**src/rtl/plus3_pkg.sv**
```systemverilog
// Shared types and constants for the bit-serial excess-3 converter.
package plus3_pkg;
   typedef enum logic [1:0] {
      IDLE  = 2'd0,
      SHIFT = 2'd1,
      DONE  = 2'd2
   } state_t;

   localparam int DIGIT_BITS = 4;
   localparam logic [DIGIT_BITS-1:0] EX3_ADDEND = 4'b0011;
endpackage

```
**src/rtl/plus3_serial_ctrl_if.sv**
```systemverilog
// Parallel in/out handshakes plus serial debug taps of the controller.
interface plus3_serial_ctrl_if #(
   parameter int NDIG = 2
);
   logic [4*NDIG-1:0] IN_DATA;
   logic              IN_VALID;
   logic              IN_READY;
   logic [4*NDIG-1:0] OUT_DATA;
   logic [NDIG-1:0]   OUT_OVF;
   logic              OUT_V;
   logic              OUT_VALID;
   logic              OUT_READY;
   logic              SER_X;
   logic              SER_S;

   modport master (
      output IN_DATA, IN_VALID, OUT_READY,
      input  IN_READY, OUT_DATA, OUT_OVF, OUT_V,
      input  OUT_VALID, SER_X, SER_S
   );

   modport slave (
      input  IN_DATA, IN_VALID, OUT_READY,
      output IN_READY, OUT_DATA, OUT_OVF, OUT_V,
      output OUT_VALID, SER_X, SER_S
   );
endinterface

```
**src/rtl/plus3_serial_core.sv**
```systemverilog
// One-bit serial adder: combinational sum/carry-out, registered carry.
module plus3_serial_core (
   input  logic CLK,
   input  logic RST_N,
   input  logic CLR,
   input  logic X,
   input  logic K,
   output logic S,
   output logic CO
);
   logic carry;

   assign S  = X ^ K ^ carry;
   assign CO = (X & K) | (X & carry) | (K & carry);

   always_ff @(posedge CLK) begin
      if (!RST_N || CLR) begin
         carry <= 1'b0;
      end else begin
         carry <= CO;
      end
   end
endmodule

```
**src/rtl/plus3_serial_ctrl.sv**
```systemverilog
// Streams a BCD word LSB-first through the serial core and
// reassembles the excess-3 result with per-digit overflow.
module plus3_serial_ctrl #(
   parameter int NDIG = 2
) (
   input logic CLK,
   input logic RST_N,
   plus3_serial_ctrl_if.slave bus
);
   import plus3_pkg::*;

   localparam int W  = DIGIT_BITS * NDIG;
   localparam int CW = $clog2(W) + 1;
   localparam logic [CW-1:0] LAST = CW'(W - 1);

   state_t          state;
   state_t          state_nx;
   logic [CW-1:0]   cnt;
   logic [W-1:0]    sreg;
   logic [W-1:0]    rreg;
   logic [NDIG-1:0] ovf;
   logic [NDIG-1:0] dmask;
   logic [1:0]      dbit;
   logic            x;
   logic            k;
   logic            s;
   logic            co;
   logic            clr;
   logic            accept;
   logic            shift;

   assign dbit = cnt[1:0];
   assign x    = sreg[0];
   assign k    = EX3_ADDEND[dbit];

   // Carry never crosses a digit boundary.
   assign clr = !shift || (dbit == 2'd3);

   plus3_serial_core u_core (
      .CLK   (CLK),
      .RST_N (RST_N),
      .CLR   (clr),
      .X     (x),
      .K     (k),
      .S     (s),
      .CO    (co)
   );

   always_ff @(posedge CLK) begin
      if (!RST_N) begin
         state <= IDLE;
      end else begin
         state <= state_nx;
      end
   end

   always_comb begin
      state_nx      = state;
      accept        = 1'b0;
      shift         = 1'b0;
      bus.IN_READY  = 1'b0;
      bus.OUT_VALID = 1'b0;
      unique case (state)
         IDLE: begin
            bus.IN_READY = 1'b1;
            if (bus.IN_VALID) begin
               accept   = 1'b1;
               state_nx = SHIFT;
            end
         end
         SHIFT: begin
            shift = 1'b1;
            if (cnt == LAST) begin
               state_nx = DONE;
            end
         end
         DONE: begin
            bus.OUT_VALID = 1'b1;
            if (bus.OUT_READY) begin
               state_nx = IDLE;
            end
         end
         default: begin
            state_nx = IDLE;
         end
      endcase
   end

   // One-hot select of the digit whose last bit is in flight.
   always_comb begin
      dmask    = '0;
      dmask[0] = 1'b1;
      dmask    = dmask << (cnt >> 2);
   end

   always_ff @(posedge CLK) begin
      if (!RST_N) begin
         cnt  <= '0;
         sreg <= '0;
         rreg <= '0;
         ovf  <= '0;
      end else if (accept) begin
         cnt  <= '0;
         sreg <= bus.IN_DATA;
         rreg <= '0;
         ovf  <= '0;
      end else if (shift) begin
         cnt  <= cnt + CW'(1);
         sreg <= sreg >> 1;
         rreg <= {s, rreg[W-1:1]};
         if (dbit == 2'd3) begin
            ovf <= (ovf & ~dmask) | (dmask & {NDIG{co}});
         end
      end
   end

   assign bus.OUT_DATA = rreg;
   assign bus.OUT_OVF  = ovf;
   assign bus.OUT_V    = |ovf;
   assign bus.SER_X    = x;
   assign bus.SER_S    = s;
endmodule
```
**src/flat_wrapper.sv**
```systemverilog
// flat-port wrapper written by rule: the top's interface ports become plain ports
module plus3_serial_ctrl_flat import plus3_pkg::*;
#(
   parameter int NDIG = 2
)
  (CLK, RST_N, bus_IN_DATA, bus_IN_VALID, bus_OUT_READY, bus_IN_READY, bus_OUT_DATA, bus_OUT_OVF, bus_OUT_V, bus_OUT_VALID, bus_SER_X, bus_SER_S);
  plus3_serial_ctrl_if #(.NDIG(NDIG)) bus_i ();
  input logic CLK;
  input logic RST_N;
  input wire logic [$bits(bus_i.IN_DATA)-1:0] bus_IN_DATA;
  input wire logic [$bits(bus_i.IN_VALID)-1:0] bus_IN_VALID;
  input wire logic [$bits(bus_i.OUT_READY)-1:0] bus_OUT_READY;
  output wire logic [$bits(bus_i.IN_READY)-1:0] bus_IN_READY;
  output wire logic [$bits(bus_i.OUT_DATA)-1:0] bus_OUT_DATA;
  output wire logic [$bits(bus_i.OUT_OVF)-1:0] bus_OUT_OVF;
  output wire logic [$bits(bus_i.OUT_V)-1:0] bus_OUT_V;
  output wire logic [$bits(bus_i.OUT_VALID)-1:0] bus_OUT_VALID;
  output wire logic [$bits(bus_i.SER_X)-1:0] bus_SER_X;
  output wire logic [$bits(bus_i.SER_S)-1:0] bus_SER_S;
  assign bus_i.IN_DATA = bus_IN_DATA;
  assign bus_i.IN_VALID = bus_IN_VALID;
  assign bus_i.OUT_READY = bus_OUT_READY;
  assign bus_IN_READY = bus_i.IN_READY;
  assign bus_OUT_DATA = bus_i.OUT_DATA;
  assign bus_OUT_OVF = bus_i.OUT_OVF;
  assign bus_OUT_V = bus_i.OUT_V;
  assign bus_OUT_VALID = bus_i.OUT_VALID;
  assign bus_SER_X = bus_i.SER_X;
  assign bus_SER_S = bus_i.SER_S;
  plus3_serial_ctrl #(.NDIG(NDIG)) u_core (.CLK(CLK), .RST_N(RST_N), .bus(bus_i));
endmodule
```
**config.mk**
```make
export PLATFORM = sky130hd
export DESIGN_NAME = plus3_serial_ctrl_flat
export DESIGN_NICKNAME = d
export VERILOG_FILES = /design/src/rtl/plus3_pkg.sv /design/src/rtl/plus3_serial_ctrl_if.sv /design/src/rtl/plus3_serial_core.sv /design/src/rtl/plus3_serial_ctrl.sv /design/src/flat_wrapper.sv
export SDC_FILE = /design/constraint.sdc
export NUM_CORES = 1
export LEC_CHECK = 0
export ABC_AREA = 1
export CORE_MARGIN = 10
export CORE_UTILIZATION = 40
export CTS_CLUSTER_DIAMETER = 40
export DETAILED_ROUTE_END_ITERATION = 16
export HOLD_SLACK_MARGIN = 0.15
export PLACE_DENSITY_LB_ADDON = 0.2
export SYNTH_ARGS = -nofsm -noshare
export SYNTH_HDL_FRONTEND = slang
export SYNTH_SLANG_ARGS = --single-unit
```
**constraint.sdc**
```tcl
create_clock -name CLK -period 1.7 [get_ports CLK]
set_input_delay 0.255 -clock CLK [delete_from_list [all_inputs] [get_ports CLK]]
set_output_delay 0.255 -clock CLK [all_outputs]
set_load 0.02 [all_outputs]
```
# Word-level counts from Yosys, hierarchy flattened
# Cells that the tools add are included.
# Widths: inputs -> output; s select.
# totals
register_bits	25
input_bits	12
out_inout_bits	15
word_cells	51
# op_classes
add_sub_neg	1
n_lt_le_gt_ge	1
eq_ne	7
n_shift	1
n_mux	13
n_bitwise	12
n_reduce_logical	10
# ops
op	n
$mux 8	2
$mux 1	6
$mux 2	3
$pmux 2 s3	1
$add 4x1->4 const B	1
$and 2x2->2	2
$eq 2x2->1 const B	2
$eq 4x3->1 const B	1
$ne 2x2->1 const B	2
$reduce_or 2->1	2
$and 1x1->1	3
$lt 2x3->1 const B	1
$reduce_and 3->1	1
$bmux 1 s2	1
$eq 2x1->1 const B	1
$logic_not 1->1	2
$logic_not 2->1	1
$logic_or 1x1->1	2
$ne 2x1->1 const B	1
$not 2->2	1
$or 1x1->1	2
$or 2x2->2	1
$reduce_and 2->1	1
$reduce_bool 2->1	1
other kinds (3)	4

# Depth between registers and ports, before layout
# Gate-level depths: netlist (run 1).
# depth
depth_word	7
mapped_depth	7

# Modules after synthesis
# A second synthesis (run 1) with hierarchy kept.
# unflattened
cells_unflattened	160
hier_area_um2	1173.6
# by_module_without_submodules
module	instances	cells_each	area_each_um2
plus3_serial_ctrl	1	156	1123.6
plus3_serial_core	1	4	50.0

# Worst setup path before layout (run 1)
# OpenSTA, ideal clock, no wires.
# synth_timing
path_kind	register to output
start	reg u_core.sreg[0]
end	out bus_SER_S
arrival_ns	1.169
required_time_ns	1.445
slack_ns	0.276
stages_incl_launch_ff	4
path_buffers	0
path_cell_list	dfxtp_1 inv_1 fa_1 inv_1
# synth_between
elab_chain_cells	2
# synth_rtl
item	line_no	text
start: declaration	plus3_serial_ctrl.sv:19	logic [W-1:0] sreg;
start signal: assignment	plus3_serial_ctrl.sv:104	sreg <= bus.IN_DATA;
start signal: assignment	plus3_serial_ctrl.sv:109	sreg <= sreg >> 1;
$xor 1x1->1 (2 in series)	plus3_serial_core.sv:13	assign S = X ^ K ^ carry;
end: declaration	flat_wrapper.sv:19	output wire logic [$bits(bus_i.SER_S)-1:0] bus_SER_S;
# No other way between the ends.

# Worst setup path after layout (run 1)
# Same ends and word-level chain as after synthesis.

==> results.sh, run 1 <==
export IMPL_syn_inst=160
export IMPL_hold_path_class="flop to flop"
export IMPL_cts_tree="done"
export IMPL_powerDensity_nw_per_um2=707
export IMPL_ys_ff_latch=25
export IMPL_final_util=0.539
export IMPL_ys_types=25
export IMPL_max_stage_delay_ps=550
export IMPL_grt_overflow_total=0
export IMPL_core_um2=2810
export IMPL_tightestPinTransition_ps=423
export IMPL_r2r_start="u_core.cnt[1]"
export IMPL_ys_top_cells_by_count="nand2_1 (49), nor2_1 (26), dfxtp_1 (25)"
export IMPL_drive_gt1_frac=0.188
export IMPL_syn_num_nets=174
export IMPL_fin_crit_ps=1700
export IMPL_cp_start_kind="flop"
export IMPL_first_pass_iters=6
export IMPL_worst_slack_ps=4.34
export IMPL_placed_cell_area_um2=1480
export IMPL_synth_most_common_cell="nand2_1"
export IMPL_fp_row_count=19
export IMPL_crit_path_top_delay_cell="fa_1"
export IMPL_grt_pass1_vias=1074
export IMPL_synth_top_family_by_area="simple AND/OR/NAND/NOR gates"
export IMPL_hp_start="u_core.bus.OUT_DATA[0]"
export IMPL_arrival_ps=1440
export IMPL_avgSynthCellArea_um2=7.47
export IMPL_drtIter0Drc=58
export IMPL_ir_drop_mv=0.592
export IMPL_drt_wl_total_mm=2.58
export IMPL_synth_area_um2=1190
export IMPL_numCtsBuffers=3
export IMPL_syn_to_final_growth_pct=26.5
export IMPL_cts_htree_levels=1
export IMPL_fmax_mhz=590
export IMPL_post_cts_buffers=0
export IMPL_grtUsageTotal=0.103
export IMPL_slew_headroom=0.717
export IMPL_die_width_um=74.7
export IMPL_place_ws_ps=-99.5
export IMPL_p_total_mw=1.07
export IMPL_multi_input_area_um2=568
export IMPL_pin_count=27
export IMPL_worst_path_buf_inv=3
export IMPL_netlist_top_cells_area="dfxtp_1 (42%), nand2_1 (15%), nor2_1 (8.2%)"
export IMPL_synth_seq_area_share=0.419
export IMPL_dp_hpwl_mm=2.01
export IMPL_gp_congestion=0.790
export IMPL_synthFlopType="dfxtp_1"
export IMPL_final_instance_count_excl_fill=222
export IMPL_clkLatencyLatePin_ps=320
export IMPL_synth_edf_count=0
export IMPL_worstPathMaxFanout=2
export IMPL_ant_nets=0
export IMPL_design_area_um2=1510
export IMPL_power_leakage_nw=0.655
export IMPL_placedCellCount=218
export IMPL_final_setup_skew_ps=9.36
export IMPL_synth_warnings=0
export IMPL_grt_pass1_wl_mm=4.65
export IMPL_clk_pin_slew_ps=130
export IMPL_path_class="flop to primary output"
export IMPL_drv_slew=0
export IMPL_synthXorXnorAreaFrac=0.00733
export IMPL_synth_top_area_share=0.419
export IMPL_end_kind="primary output"
export IMPL_crit_chain="inv_2, fa_1, inv_1, buf_6"
export IMPL_synth_compound_area_frac=0.0921
export IMPL_finalCritPeriodShare=0.997
export IMPL_start_util=0.426
export IMPL_hold_viol=0
export IMPL_die_h_um=74.7
export IMPL_async_flop_share=0
export IMPL_num_vias=1017
export IMPL_grt_antenna_before_repair=0
export IMPL_startpoint="u_core.sreg[0]"
export IMPL_grt_max_degree=18
export IMPL_port_buffers=26
export IMPL_regArea_um2=503
export IMPL_yosys_area_top_type="dfxtp_1"
export IMPL_setup_viol=0
export IMPL_drc=0
export IMPL_cp_top_family="adder cells"
export IMPL_outcome="completed"
export IMPL_cts_sinks=25
export IMPL_muxShareOfSynthArea=0
export IMPL_cts_buffer_depth=2
export IMPL_num_antenna_cells=0
export IMPL_post_drt_via_cell_ratio=4.58
export IMPL_crit_required_ps=1440
export IMPL_hold_slack_ps=487
export IMPL_nNetsFinal=206
export IMPL_fin_tns_setup_ps=0
export IMPL_drv_cap=0
export IMPL_synthAdderAreaFrac=0.0272
export IMPL_die_area_um2=5570
export IMPL_synth_simple_area_share=0.349
export IMPL_fillers=271
export IMPL_clockRootBuffer="clkbuf_4"
export IMPL_drt_wirelength_per_cell_um=11.6
export IMPL_rsz0062_at_grt="true"
-- worst register-to-register path, stage by stage, from the launching register on --
cell     delay, ps
dfxtp_1        380
buf_4          130
ha_1           230
nand3_1        120
nor2_1         210
nand2_1         80
nand2_1         60
nor2_1          30
-- cell type report --
| type | count | area share |
|---|---|---|
| flip-flops and latches | 25 | 0.333 |
| clock inverters | 1 | 0.00331 |
| clock buffers | 3 | 0.0149 |
| well taps | 31 | 0.0257 |
| inverters | 17 | 0.0422 |
| multi-input cells | 112 | 0.376 |
| repair buffers | 33 | 0.205 |
-- report_power, final --
part | switching (mW) | internal, mW | total (mW) | leakage (nW)
combinational | 0.104 | 0.0815 | 0.185 | 0.433
clock | 0.175 | 0.0882 | 0.264 | 0.0177
sequential | 0.0141 | 0.605 | 0.619 | 0.204
-- logic make-up (layout without fill, tap and decap cells) --
family          after synthesis  after routing
flops                        25             25
compound gates               13             13
xor+xnor                      1              1
simple gates                 96             96
buf+inv                      23             54
fa+ha+maj                     2              2
-- sequential cells by signal, summed over array words and instances (netlist names), named ones only --
register and cells:
u_core.u_core.carry 1, u_core.sreg 8, u_core.bus.OUT_DATA 8, u_core.cnt 4
u_core.state 2
-- per-layer routing --
metal,up-vias,GRT usage,wire (µm),share of wire
met5,-,0,0,0
met4,0,0.0210,11,0.0043
met2,16,0.186,1280,0.50
li1,549,-,-,-
met3,2,0.0473,171,0.066
met1,450,0.108,1120,0.43
-- cell usage in the layout (no fill, tap or decap), drive strengths merged --
master         instances
a21oi                 11
buf                    8
clkbuf                 3
clkdlybuf4s50         22
clkinv                 1
dfxtp                 25
dlygate4sd2            3
fa                     1
ha                     1
inv                   17
nand2                 52
nand3                 12
nor2                  29
nor3                   1
nor4                   1
o21ai                  2
or2                    1
xor2                   1
-- what timing repair did --
action | 4_1_cts | 5_1_grt
hold buffers | 0 | 0
pin swaps | 1 | 1
gates resized for setup | 9 | 3
setup endpoints to repair | 4 | 1
-- path summary, 6_finish.rpt --
path	slack [ps]	cells past startpoint	end
setup / recovery	4	4	bus_SER_S
setup reg to reg	390	7	flop
hold / removal	490	2	u_core.bus.OUT_DATA[0]
hold reg to reg	490	2	u_core.bus.OUT_DATA[0]
No activity file was read; power rests on OpenSTA's default activity.
==> run 2, diff against run 1 <==
--- a/config.mk
+++ b/config.mk
@@ -7,7 +7,7 @@
 export LEC_CHECK = 0
 export ABC_AREA = 1
 export CORE_MARGIN = 10
-export CORE_UTILIZATION = 40
+export CORE_UTILIZATION = 30
 export CTS_CLUSTER_DIAMETER = 40
 export DETAILED_ROUTE_END_ITERATION = 16
 export HOLD_SLACK_MARGIN = 0.15
==> constraint.sdc (replaced) <==
create_clock -name CLK -period 1.7 [get_ports CLK]
set_input_delay 0.34 -clock CLK [delete_from_list [all_inputs] [get_ports CLK]]
set_output_delay 0.34 -clock CLK [all_outputs]
set_load 0.02 [all_outputs]
==> results.sh, run 2 (synthesized netlist as in run 1, its figures left out) <==
export IMPL_outcome="finished with violations"
export IMPL_violations="setup timing"
export IMPL_powerDensity_nw_per_um2=743
export IMPL_rsz0062_at_grt="true"
export IMPL_drc=0
export IMPL_arrival_ps=1370
export IMPL_design_area_um2=1560
export IMPL_first_pass_iters=4
export IMPL_placed_cell_area_um2=1520
export IMPL_drtIter0Drc=82
export IMPL_die_width_um=83.1
export IMPL_seqPwrFrac=0.532
export IMPL_final_instance_count_excl_fill=239
export IMPL_drive_gt1_frac=0.188
export IMPL_final_common_cell="nand2_1"
export IMPL_placedCellCount=235
export IMPL_final_setup_skew_ps=4.43
export IMPL_regArea_um2=503
export IMPL_nNetsFinal=206
export IMPL_power_leakage_nw=0.668
export IMPL_cts_tree="done"
export IMPL_hold_slack_ps=469
export IMPL_worst_slack_ps=-10.5
export IMPL_max_stage_delay_ps=550
export IMPL_drv_slew=0
export IMPL_hold_path_class="flop to flop"
export IMPL_grt_max_degree=18
export IMPL_crit_required_ps=1360
export IMPL_setup_viol=1
export IMPL_end_kind="primary output"
export IMPL_clk_pin_slew_ps=90
export IMPL_cp_start_kind="flop"
export IMPL_ir_drop_mv=0.497
export IMPL_die_area_um2=6910
export IMPL_drt_wl_total_mm=2.77
export IMPL_port_buffers=26
export IMPL_p_int_mw=0.854
export IMPL_fillers=421
export IMPL_numCtsBuffers=3
export IMPL_clockRootBuffer="clkbuf_8"
export IMPL_cts_sinks=25
export IMPL_place_ws_ps=-197
export IMPL_crit_chain="inv_2, fa_1, inv_1, buf_6"
export IMPL_grt_overflow_total=0
export IMPL_post_drt_via_cell_ratio=4.43
export IMPL_num_vias=1059
export IMPL_cts_buffer_depth=2
export IMPL_power_switching_mw=0.307
export IMPL_fin_crit_ps=1710
export IMPL_tightestPinTransition_ps=433
export IMPL_grt_pass1_wl_mm=4.93
export IMPL_pin_count=27
export IMPL_combPwrFrac=0.166
export IMPL_hold_viol=0
export IMPL_core_um2=3740
export IMPL_final_util=0.418
export IMPL_path_class="flop to primary output"
export IMPL_finalCritPeriodShare=1.01
export IMPL_gp_congestion=0.743
export IMPL_num_antenna_cells=0
export IMPL_cts_htree_levels=1
export IMPL_worstPathMaxFanout=2
export IMPL_multi_input_area_um2=568
export IMPL_drv_cap=0
export IMPL_fp_row_count=22
export IMPL_sw_frac_of_total=0.264
export IMPL_grtUsageTotal=0.0826
export IMPL_pwr_share_clk=0.302
export IMPL_slew_headroom=0.711
export IMPL_crit_path_top_delay_cell="fa_1"
export IMPL_die_h_um=83.1
export IMPL_ctsHoldBuffers=0
export IMPL_grt_pass1_vias=1121
export IMPL_final_cell_mix="nand2_1 (49), nor2_1 (26), dfxtp_1 (23)"
export IMPL_drt_wirelength_per_cell_um=11.6
export IMPL_grt_antenna_before_repair=0
export IMPL_clkLatencyLatePin_ps=270
export IMPL_fmax_mhz=585
export IMPL_ant_nets=0
export IMPL_syn_to_final_growth_pct=30.9
export IMPL_start_util=0.319
export IMPL_dp_hpwl_mm=2.12
==> run 2: cell count changes in the layout (fill, tap and decap cells not counted) <==
cell,delta
buf_4,-1
clkbuf_4,-3
clkbuf_8,+3
buf_12,+1
==> run 2: timing repair <==
item                                    in CTS  in global routing
cloned                                       0                  0
setup buffers                                0                  0
pin swaps                                    1                  1
resized for setup                           11                  1
endpoints found under the setup margin       4                  1
==> run 2: critical path, delay by kind of cell, from the launching register on <==
| kind | cells | cell delay [ps] |
|---|---|---|
| adder cells (fa/ha/maj) | 1 | 550 |
| buffers and inverters | 3 | 210 |
| flip-flops | 1 | 340 |
==> run 2: worst paths after layout <==
path / start / slack (ps) / depth (start not counted) / endpoint
worst max-delay path: u_core.sreg[0] / -10 / 4 / bus_SER_S
worst min-delay path: u_core.sreg[7] / 470 / 2 / u_core.sreg[7]
worst max register to register: u_core.state[0] / 310 / 7 / u_core.sreg[4]
worst min register to register: u_core.sreg[7] / 470 / 2 / u_core.sreg[7]
==> run 2: power groups by stage <==
| stage | Sequential [mW] | Combinational, mW | Clock (mW) |
|---|---|---|---|
| after floorplan | 0.631 | 0.128 | 0 |
| after global placement | 0.630 | 0.193 | 0 |
| after detailed placement | 0.631 | 0.195 | 0 |
| after CTS | 0.618 | 0.196 | 0.370 |
| after global routing | 0.621 | 0.214 | 0.397 |
| final | 0.618 | 0.193 | 0.351 |
==> run 2: area by class of cell <==
cell class,instances,area share
Multi-Input combinational cell,112,0.363
Sequential cell,25,0.322
Timing Repair Buffer,33,0.206
Inverter,17,0.0408
Tap cell,48,0.0384
Clock buffer,3,0.0264
Clock inverter,1,0.00320
==> run 2: metrics by stage <==
| stage | TNS, ps | total power [mW] |
|---|---|---|
| after CTS | -25.5 | 1.18 |
| after floorplan | 0 | 0.759 |
| after global placement | -164 | 0.823 |
| after detailed placement | -197 | 0.826 |
| after global routing | -84.8 | 1.23 |
| final | -10.5 | 1.16 |
==> run 2: per-layer routing <==
metal / track usage / vias up / share of wire / routed length [µm]
met3: 0.0313 / 4 / 0.043 / 119
met5: 0 / - / 0 / 0
li1: - / 550 / - / -
met1: 0.0918 / 487 / 0.46 / 1270
met2: 0.142 / 18 / 0.49 / 1350
met4: 0.0246 / 0 / 0.0094 / 26
==> run 3, diff against run 2 <==
--- a/config.mk
+++ b/config.mk
@@ -12,6 +12,7 @@
 export DETAILED_ROUTE_END_ITERATION = 16
 export HOLD_SLACK_MARGIN = 0.15
 export PLACE_DENSITY_LB_ADDON = 0.2
+export SLEW_MARGIN = 20
 export SYNTH_ARGS = -nofsm -noshare
 export SYNTH_HDL_FRONTEND = slang
 export SYNTH_SLANG_ARGS = --single-unit
==> results of run 3 <==
No change in the layout: final DEF, timing and power equal those of run 2.
